<file path="src/rtl/multi_period_ctrl_pkg.sv">
// Shared constants for the multi-period CPU control path: opcodes, functs,
// state encodings and ALU control codes.
package multi_period_ctrl_pkg;

   localparam int STATE_W_DEF = 4;
   localparam int ALUC_W_DEF  = 4;

   localparam logic [5:0] OP_RTYPE = 6'b000000;
   localparam logic [5:0] OP_LW    = 6'b100011;
   localparam logic [5:0] OP_SW    = 6'b101011;
   localparam logic [5:0] OP_BEQ   = 6'b000100;
   localparam logic [5:0] OP_J     = 6'b000010;
   localparam logic [5:0] OP_ADDI  = 6'b001000;

   localparam logic [5:0] FN_ADD = 6'b100000;
   localparam logic [5:0] FN_SUB = 6'b100010;
   localparam logic [5:0] FN_AND = 6'b100100;
   localparam logic [5:0] FN_OR  = 6'b100101;
   localparam logic [5:0] FN_SLT = 6'b101010;

   localparam logic [3:0] ALUC_AND = 4'b0000;
   localparam logic [3:0] ALUC_OR  = 4'b0001;
   localparam logic [3:0] ALUC_ADD = 4'b0010;
   localparam logic [3:0] ALUC_SUB = 4'b0110;
   localparam logic [3:0] ALUC_SLT = 4'b0111;

   typedef enum logic [3:0] {
      S_FETCH    = 4'd0,
      S_DECODE   = 4'd1,
      S_MEM_ADDR = 4'd2,
      S_MEM_RD   = 4'd3,
      S_MEM_WB   = 4'd4,
      S_MEM_WR   = 4'd5,
      S_EXEC     = 4'd6,
      S_R_WB     = 4'd7,
      S_BRANCH   = 4'd8,
      S_JUMP     = 4'd9,
      S_ADDI_EX  = 4'd10,
      S_ADDI_WB  = 4'd11
   } state_e;

   typedef enum logic [1:0] {
      ALUOP_ADD   = 2'b00,
      ALUOP_SUB   = 2'b01,
      ALUOP_FUNCT = 2'b10
   } alu_op_e;

   function automatic logic op_supported(input logic [5:0] op);
      case (op)
         OP_RTYPE, OP_LW, OP_SW, OP_BEQ, OP_J, OP_ADDI: op_supported = 1'b1;
         default:                                        op_supported = 1'b0;
      endcase
   endfunction

endpackage

</file>
<file path="src/rtl/multi_period_ctrl_if.sv">
// Control bus between the multi-period controller (master) and the datapath
// (slave): decoded instruction fields in, enables and mux selects out.
interface multi_period_ctrl_if #(
   parameter int STATE_W = 4,
   parameter int ALUC_W  = 4
);
   logic [5:0]         opcode;
   logic [5:0]         funct;
   logic               zero;
   logic               pc_en;
   logic               iord;
   logic               mem_rd;
   logic               mem_wr;
   logic               ir_wr;
   logic               reg_dst;
   logic               mem_to_reg;
   logic               reg_wr;
   logic               alu_src_a;
   logic [1:0]         alu_src_b;
   logic [ALUC_W-1:0]  alu_ctrl;
   logic [1:0]         pc_src;
   logic [STATE_W-1:0] state;
   logic               instr_done;
   logic               illegal;

   modport master (
      input  opcode, funct, zero,
      output pc_en, iord, mem_rd, mem_wr, ir_wr, reg_dst, mem_to_reg, reg_wr,
             alu_src_a, alu_src_b, alu_ctrl, pc_src, state, instr_done, illegal
   );

   modport slave (
      output opcode, funct, zero,
      input  pc_en, iord, mem_rd, mem_wr, ir_wr, reg_dst, mem_to_reg, reg_wr,
             alu_src_a, alu_src_b, alu_ctrl, pc_src, state, instr_done, illegal
   );
endinterface

</file>
<file path="src/rtl/multi_period_alu_ctrl.sv">
// ALU control decode: the FSM picks add, sub or funct-driven operation and
// this block turns that into the ALU's operation code.
module multi_period_alu_ctrl
   import multi_period_ctrl_pkg::*;
#(
   parameter int ALUC_W = 4
) (
   input  alu_op_e           alu_op,
   input  logic [5:0]        funct,
   output logic [ALUC_W-1:0] alu_ctrl
);

   logic [3:0] funct_code;

   always_comb begin
      funct_code = ALUC_ADD;
      case (funct)
         FN_ADD:  funct_code = ALUC_ADD;
         FN_SUB:  funct_code = ALUC_SUB;
         FN_AND:  funct_code = ALUC_AND;
         FN_OR:   funct_code = ALUC_OR;
         FN_SLT:  funct_code = ALUC_SLT;
         default: funct_code = ALUC_ADD;
      endcase
   end

   // Unknown funct values fall back to add rather than flagging an error.
   always_comb begin
      alu_ctrl = ALUC_W'(ALUC_ADD);
      case (alu_op)
         ALUOP_ADD:   alu_ctrl = ALUC_W'(ALUC_ADD);
         ALUOP_SUB:   alu_ctrl = ALUC_W'(ALUC_SUB);
         ALUOP_FUNCT: alu_ctrl = ALUC_W'(funct_code);
         default:     alu_ctrl = ALUC_W'(ALUC_ADD);
      endcase
   end

endmodule

</file>
<file path="src/rtl/multi_period_ctrl.sv">
// Moore control FSM for the multi-period CPU: sequences each instruction
// through fetch, decode, execute, memory and writeback.
module multi_period_ctrl
   import multi_period_ctrl_pkg::*;
#(
   parameter int STATE_W = STATE_W_DEF,
   parameter int ALUC_W  = ALUC_W_DEF
) (
   input  logic                 clk,
   input  logic                 rst,
   multi_period_ctrl_if.master  bus
);

   state_e            state_q;
   state_e            state_d;
   alu_op_e           alu_op;
   logic [ALUC_W-1:0] alu_ctrl;

   logic       pc_write;
   logic       pc_write_cond;
   logic       iord;
   logic       mem_rd;
   logic       mem_wr;
   logic       ir_wr;
   logic       reg_dst;
   logic       mem_to_reg;
   logic       reg_wr;
   logic       alu_src_a;
   logic [1:0] alu_src_b;
   logic [1:0] pc_src;
   logic       instr_done;
   logic       illegal;

   always_ff @(posedge clk) begin
      if (rst) begin
         state_q <= S_FETCH;
      end else begin
         state_q <= state_d;
      end
   end

   always_comb begin
      state_d       = S_FETCH;
      alu_op        = ALUOP_ADD;
      pc_write      = 1'b0;
      pc_write_cond = 1'b0;
      iord          = 1'b0;
      mem_rd        = 1'b0;
      mem_wr        = 1'b0;
      ir_wr         = 1'b0;
      reg_dst       = 1'b0;
      mem_to_reg    = 1'b0;
      reg_wr        = 1'b0;
      alu_src_a     = 1'b0;
      alu_src_b     = 2'b00;
      pc_src        = 2'b00;
      instr_done    = 1'b0;
      illegal       = 1'b0;

      case (state_q)
         S_FETCH: begin
            state_d   = S_DECODE;
            mem_rd    = 1'b1;
            ir_wr     = 1'b1;
            alu_src_b = 2'b01;
            pc_write  = 1'b1;
         end

         // Branch target is computed speculatively here and parked in ALUOut.
         S_DECODE: begin
            alu_src_b = 2'b11;
            case (bus.opcode)
               OP_LW, OP_SW: state_d = S_MEM_ADDR;
               OP_RTYPE:     state_d = S_EXEC;
               OP_BEQ:       state_d = S_BRANCH;
               OP_J:         state_d = S_JUMP;
               OP_ADDI:      state_d = S_ADDI_EX;
               default: begin
                  state_d = S_FETCH;
                  illegal = 1'b1;
               end
            endcase
         end

         S_MEM_ADDR: begin
            state_d   = (bus.opcode == OP_SW) ? S_MEM_WR : S_MEM_RD;
            alu_src_a = 1'b1;
            alu_src_b = 2'b10;
         end

         S_MEM_RD: begin
            state_d = S_MEM_WB;
            mem_rd  = 1'b1;
            iord    = 1'b1;
         end

         S_MEM_WB: begin
            reg_wr     = 1'b1;
            mem_to_reg = 1'b1;
            instr_done = 1'b1;
         end

         S_MEM_WR: begin
            mem_wr     = 1'b1;
            iord       = 1'b1;
            instr_done = 1'b1;
         end

         S_EXEC: begin
            state_d   = S_R_WB;
            alu_src_a = 1'b1;
            alu_op    = ALUOP_FUNCT;
         end

         S_R_WB: begin
            reg_wr     = 1'b1;
            reg_dst    = 1'b1;
            instr_done = 1'b1;
         end

         S_BRANCH: begin
            alu_src_a     = 1'b1;
            alu_op        = ALUOP_SUB;
            pc_src        = 2'b01;
            pc_write_cond = 1'b1;
            instr_done    = 1'b1;
         end

         S_JUMP: begin
            pc_src     = 2'b10;
            pc_write   = 1'b1;
            instr_done = 1'b1;
         end

         S_ADDI_EX: begin
            state_d   = S_ADDI_WB;
            alu_src_a = 1'b1;
            alu_src_b = 2'b10;
         end

         S_ADDI_WB: begin
            reg_wr     = 1'b1;
            instr_done = 1'b1;
         end

         default: state_d = S_FETCH;
      endcase
   end

   multi_period_alu_ctrl #(
      .ALUC_W (ALUC_W)
   ) u_alu_ctrl (
      .alu_op   (alu_op),
      .funct    (bus.funct),
      .alu_ctrl (alu_ctrl)
   );

   // Architectural writes are suppressed while reset is held so an aborted
   // instruction leaves no trace.
   assign bus.pc_en      = ~rst & (pc_write | (pc_write_cond & bus.zero));
   assign bus.mem_wr     = ~rst & mem_wr;
   assign bus.ir_wr      = ~rst & ir_wr;
   assign bus.reg_wr     = ~rst & reg_wr;

   assign bus.iord       = iord;
   assign bus.mem_rd     = mem_rd;
   assign bus.reg_dst    = reg_dst;
   assign bus.mem_to_reg = mem_to_reg;
   assign bus.alu_src_a  = alu_src_a;
   assign bus.alu_src_b  = alu_src_b;
   assign bus.alu_ctrl   = alu_ctrl;
   assign bus.pc_src     = pc_src;
   assign bus.state      = STATE_W'(state_q);
   assign bus.instr_done = instr_done;
   assign bus.illegal    = illegal;

endmodule

</file>
<file path="src/flat_wrapper.sv">
// flat-port wrapper written by rule: the top's interface ports become plain ports
module multi_period_ctrl_flat import multi_period_ctrl_pkg::*;
#(
   parameter int STATE_W = STATE_W_DEF,
   parameter int ALUC_W  = ALUC_W_DEF
)
  (clk, rst, bus_opcode, bus_funct, bus_zero, bus_pc_en, bus_iord, bus_mem_rd, bus_mem_wr, bus_ir_wr, bus_reg_dst, bus_mem_to_reg, bus_reg_wr, bus_alu_src_a, bus_alu_src_b, bus_alu_ctrl, bus_pc_src, bus_state, bus_instr_done, bus_illegal);
  multi_period_ctrl_if #(.STATE_W(STATE_W), .ALUC_W(ALUC_W)) bus_i ();
  input  logic clk;
  input  logic rst;
  input wire logic [$bits(bus_i.opcode)-1:0] bus_opcode;
  input wire logic [$bits(bus_i.funct)-1:0] bus_funct;
  input wire logic [$bits(bus_i.zero)-1:0] bus_zero;
  output wire logic [$bits(bus_i.pc_en)-1:0] bus_pc_en;
  output wire logic [$bits(bus_i.iord)-1:0] bus_iord;
  output wire logic [$bits(bus_i.mem_rd)-1:0] bus_mem_rd;
  output wire logic [$bits(bus_i.mem_wr)-1:0] bus_mem_wr;
  output wire logic [$bits(bus_i.ir_wr)-1:0] bus_ir_wr;
  output wire logic [$bits(bus_i.reg_dst)-1:0] bus_reg_dst;
  output wire logic [$bits(bus_i.mem_to_reg)-1:0] bus_mem_to_reg;
  output wire logic [$bits(bus_i.reg_wr)-1:0] bus_reg_wr;
  output wire logic [$bits(bus_i.alu_src_a)-1:0] bus_alu_src_a;
  output wire logic [$bits(bus_i.alu_src_b)-1:0] bus_alu_src_b;
  output wire logic [$bits(bus_i.alu_ctrl)-1:0] bus_alu_ctrl;
  output wire logic [$bits(bus_i.pc_src)-1:0] bus_pc_src;
  output wire logic [$bits(bus_i.state)-1:0] bus_state;
  output wire logic [$bits(bus_i.instr_done)-1:0] bus_instr_done;
  output wire logic [$bits(bus_i.illegal)-1:0] bus_illegal;
  assign bus_i.opcode = bus_opcode;
  assign bus_i.funct = bus_funct;
  assign bus_i.zero = bus_zero;
  assign bus_pc_en = bus_i.pc_en;
  assign bus_iord = bus_i.iord;
  assign bus_mem_rd = bus_i.mem_rd;
  assign bus_mem_wr = bus_i.mem_wr;
  assign bus_ir_wr = bus_i.ir_wr;
  assign bus_reg_dst = bus_i.reg_dst;
  assign bus_mem_to_reg = bus_i.mem_to_reg;
  assign bus_reg_wr = bus_i.reg_wr;
  assign bus_alu_src_a = bus_i.alu_src_a;
  assign bus_alu_src_b = bus_i.alu_src_b;
  assign bus_alu_ctrl = bus_i.alu_ctrl;
  assign bus_pc_src = bus_i.pc_src;
  assign bus_state = bus_i.state;
  assign bus_instr_done = bus_i.instr_done;
  assign bus_illegal = bus_i.illegal;
  multi_period_ctrl #(.STATE_W(STATE_W), .ALUC_W(ALUC_W)) u_core (.clk(clk), .rst(rst), .bus(bus_i));
endmodule
</file>
<file path="config.mk">
export PLATFORM = sky130hd
export DESIGN_NAME = multi_period_ctrl_flat
export DESIGN_NICKNAME = d
export VERILOG_FILES = /design/src/rtl/multi_period_ctrl_pkg.sv /design/src/rtl/multi_period_ctrl_if.sv /design/src/rtl/multi_period_alu_ctrl.sv /design/src/rtl/multi_period_ctrl.sv /design/src/flat_wrapper.sv
export SDC_FILE = /design/constraint.sdc
export NUM_CORES = 1
export LEC_CHECK = 0
export ABC_AREA = 1
export BUFFER_PORTS_ARGS = -buffer_cell sky130_fd_sc_hd__buf_2
export CELL_PAD_IN_SITES_DETAIL_PLACEMENT = 1
export CELL_PAD_IN_SITES_GLOBAL_PLACEMENT = 2
export CORE_ASPECT_RATIO = 1.1
export CORE_MARGIN = 8
export CORE_UTILIZATION = 20
export CTS_CLUSTER_DIAMETER = 30
export DETAILED_ROUTE_END_ITERATION = 10
export PLACE_DENSITY = 0.8
export SYNTH_ARGS = -nofsm -noshare
export SYNTH_HDL_FRONTEND = slang
export SYNTH_SLANG_ARGS = --single-unit
</file>
<file path="constraint.sdc">
create_clock -name clk -period 3.05 [get_ports clk]
set_clock_uncertainty 0.05 [all_clocks]
set_input_delay 0.4575 -clock clk [delete_from_list [all_inputs] [get_ports clk]]
set_output_delay 0.4575 -clock clk [all_outputs]
set_load 0.02 [all_outputs]
</file>
==> impl_results.rst <==
.. list-table::
   :header-rows: 1

   * - Metric
     - Value
   * - Length of the first detailed-routing pass in iterations
     - 4
   * - First-pass GRT wire length
     - 4140 um
   * - Standard-cell row count
     - 21
   * - Final setup violation count
     - 0
   * - Cell repeated most along the worst path
     - inv_1
   * - Post-synthesis sequential area ratio
     - 0.127
   * - Area of combinational cells with multiple inputs
     - 447 um^2
   * - Worst hold stages
     - 2
   * - Number of diodes
     - 0
   * - Number of synthesized flops with an enable pin
     - 0
   * - Kind of path behind the tightest hold check
     - input pin to flip-flop
   * - Post-synthesis cell type count
     - 20
   * - Most frequently used flop master after synthesis
     - dfxtp_1
   * - Latest clock arrival within the worst-skew pair
     - 250 ps
   * - Number of instances in the synthesized netlist
     - 120
   * - Y dimension of the die
     - 75.0 um
   * - Initial DRC Count
     - 15
   * - WHS
     - 435 ps
   * - Final worst-path cycle share
     - 0.751
   * - Run status
     - completed
   * - Fraction of layout instances using a drive strength above 1
     - 0.329
   * - Global routing usage summed across all routing layers
     - 0.0972
   * - Post-DRT Antenna Nets
     - 0
   * - Signed area change from the synthesized netlist to the final layout
     - 37.6%
   * - Synthesis-stage register bit count
     - 4
   * - Largest fanout on the critical path
     - 7
   * - Critical Setup Path Class
     - flip-flop to output pin
   * - Worst reg2reg setup slack
     - 1790 ps
   * - Combined flip-flop and latch cell area
     - 80.1 um^2
   * - Residual DRC count
     - 0
   * - Final worst setup slack
     - 759 ps
   * - Endpoint kind of the worst setup timing path
     - output pin
   * - Global placement routability congestion
     - 0.827
   * - Die Span X
     - 69.6 um
   * - Fillcell total
     - 447
   * - Number of max-capacitance violations reported
     - 0
   * - Clock tree from TritonCTS
     - built
   * - Placed wire-length estimate
     - 2130 um
   * - Highest achievable clock rate
     - 436 MHz
   * - Unrepaired setup endpoints after global routing
     - no
   * - Total of warnings raised by yosys
     - 0
   * - Summed instance area of the synthesized netlist
     - 632 um^2
   * - Routed wire length per instance
     - 12.4 um
   * - Origin of the critical flop-to-flop path
     - u_core.bus.state[2]
   * - Largest net degree at the start of global routing
     - 8
   * - Power density cells
     - 226 nW/um^2
   * - Critical register-to-register path endpoint
     - u_core.bus.state[2]
   * - Type of origin of the critical path
     - flip-flop
   * - Final-layout setup total negative slack
     - 0 ps
   * - Endpoint, Worst Hold
     - u_core.bus.state[0]
   * - Initial cell density of the core
     - 0.209
   * - R2R depth
     - 7
   * - Placement-stage worst setup slack
     - 1000 ps
   * - Critical Path, Cell by Cell
     - nor2_1 > inv_1 > nor2_2 > inv_1 > ha_1 > a21boi_0 > buf_2
   * - Post-Synthesis Net Count
     - 138
   * - Hold violation total from the final report
     - 0
   * - Worst-path clk slew
     - 40 ps
   * - Maximum cell stage delay along the critical path
     - 360 ps
   * - Post-layout nets
     - 178
   * - I/O pins
     - 38
   * - Die ar.
     - 5220 um^2
   * - Sink count of the clock tree
     - 4
   * - Placeable core region
     - 3020 um^2
   * - Post-synthesis average cell area
     - 5.27 um^2
   * - Gates resized, CTS repair
     - 0
   * - Slew Limit Fails
     - 0
   * - IO buf count
     - 36
   * - Number of hold-repair buffers added at the cts stage
     - 0
   * - Number of global-route vias before repair
     - 991
   * - Initial antenna violation count
     - 0
   * - Vias after detailed routing
     - 856
   * - Placed instance area
     - 847 um^2
   * - CTS max path bufs
     - 2
   * - Worst endpoint data arrival time
     - 1780 ps
   * - Post-Layout Inst Area
     - 870 um^2
   * - Routed via count divided by cell count
     - 4.46
   * - Leakage power figure
     - 0.515 nW
   * - Required time of the critical path
     - 2540 ps
   * - Clock root buffer master
     - clkbuf_4
   * - Level count of the clock H-tree
     - 1
   * - Critical-path cell with the highest stage delay
     - dfxtp_1
   * - Number of flip-flops in the largest register
     - 4
   * - FFs w/ async S/R, synth
     - 0
   * - Post-CTS repair timing setup buffer count
     - 0
   * - TritonCTS buffer count
     - 3
   * - Worst supply voltage drop on vdd
     - 0.0778 mV
   * - Worst Min Path Start
     - rst
   * - Wire length reported by the detailed router
     - 2390 um
   * - Clock period minus final worst setup slack
     - 2290 ps
   * - Gr ovfl total
     - 0
-- per-stage QoR --
stage                     power [mW]  cells   util
after floorplan                0.100    120      -
after global placement         0.127    189  0.280
after detailed placement       0.129    189  0.280
after CTS                      0.204    192  0.288
after global routing           0.215    192  0.288
final                          0.197    192  0.288
-- cell usage after synthesis (2+ instances only) --
cell      number  share of area
inv_2          3          0.018
nand4_1        2          0.020
a21oi_1        4          0.032
nand3_1        8          0.063
nor2_1        22           0.13
inv_1         23           0.14
a21boi_0       2          0.024
o22ai_1        2          0.020
ha_1           3          0.059
dfxtp_1        4           0.13
o21ai_0        3          0.024
nor2_4         3          0.053
nand2_1       30           0.18
nor2_2         5          0.050
-- logic make-up (layout without fill, tap and decap cells) --
group                      count (synthesis)  count (layout)  share of synthesized area
and+or+nand+nor                           73              73                      0.531
buffers and inverters                     27              65                      0.166
AOI/OAI and AO/OA                         12              12                      0.111
DFF                                        4               4                      0.127
adders and majority gates                  3               3                     0.0594
other                                      1               1                    0.00593
-- report_power, final --
group	switching [mW]	internal, mW
logic	0.0464	0.0242
registers	0.00210	0.0542
clock network	0.0256	0.0443
-- layout make-up --
| class | count | area share |
|---|---|---|
| repair buffers | 36 | 0.207 |
| inverters | 26 | 0.112 |
| clock buffers | 3 | 0.0259 |
| multi-input cells | 89 | 0.514 |
| well taps | 34 | 0.0489 |
| flip-flops and latches | 4 | 0.0921 |
-- how the worst max path moves through the flow --
stage                             start         endpoint  slack, ps  depth (start not counted)
floorplan           u_core.bus.state[2]  bus_alu_ctrl[2]        680                          6
global placement    u_core.bus.state[2]  bus_alu_ctrl[2]       1050                          8
detailed placement  u_core.bus.state[2]  bus_alu_ctrl[2]       1000                          8
CTS                 u_core.bus.state[2]  bus_alu_ctrl[2]        730                          8
global route        u_core.bus.state[2]  bus_alu_ctrl[2]        560                          8
finish              u_core.bus.state[1]  bus_alu_ctrl[2]        760                          7
-- layer usage --
layer | share of wire | wire length, um | global-route usage
met1 | 0.39 | 926 | 0.0897
met4 | 0.020 | 48 | 0.0547
met3 | 0.049 | 116 | 0.0224
met5 | 0 | 0 | 0
met2 | 0.54 | 1290 | 0.195
-- critical path, delay by kind of cell (launching register included) --
kind / cells / cell delay [ps]
fa+ha+maj: 1 / 290
compound gates: 1 / 170
simple gates: 2 / 340
buf+inv: 3 / 370
flops: 1 / 360
-- cell usage in the layout (no fill, tap or decap) --
cell	Yosys	final
buf_2	0	36
nand2_1	30	30
inv_1	23	23
nor2_1	22	22
nand3_1	8	8
nor2_2	5	5
a21oi_1	4	4
dfxtp_1	4	4
inv_2	3	3
nor2_4	3	3
o21ai_0	3	3
ha_1	3	3
clkbuf_4	0	3
o22ai_1	2	2
nand4_1	2	2
a21boi_0	2	2
nand2_2	1	1
nand2_4	1	1
a211oi_1	1	1
nor3_1	1	1
conb_1	1	1
Note: power is estimated with default switching activity, not from simulation.
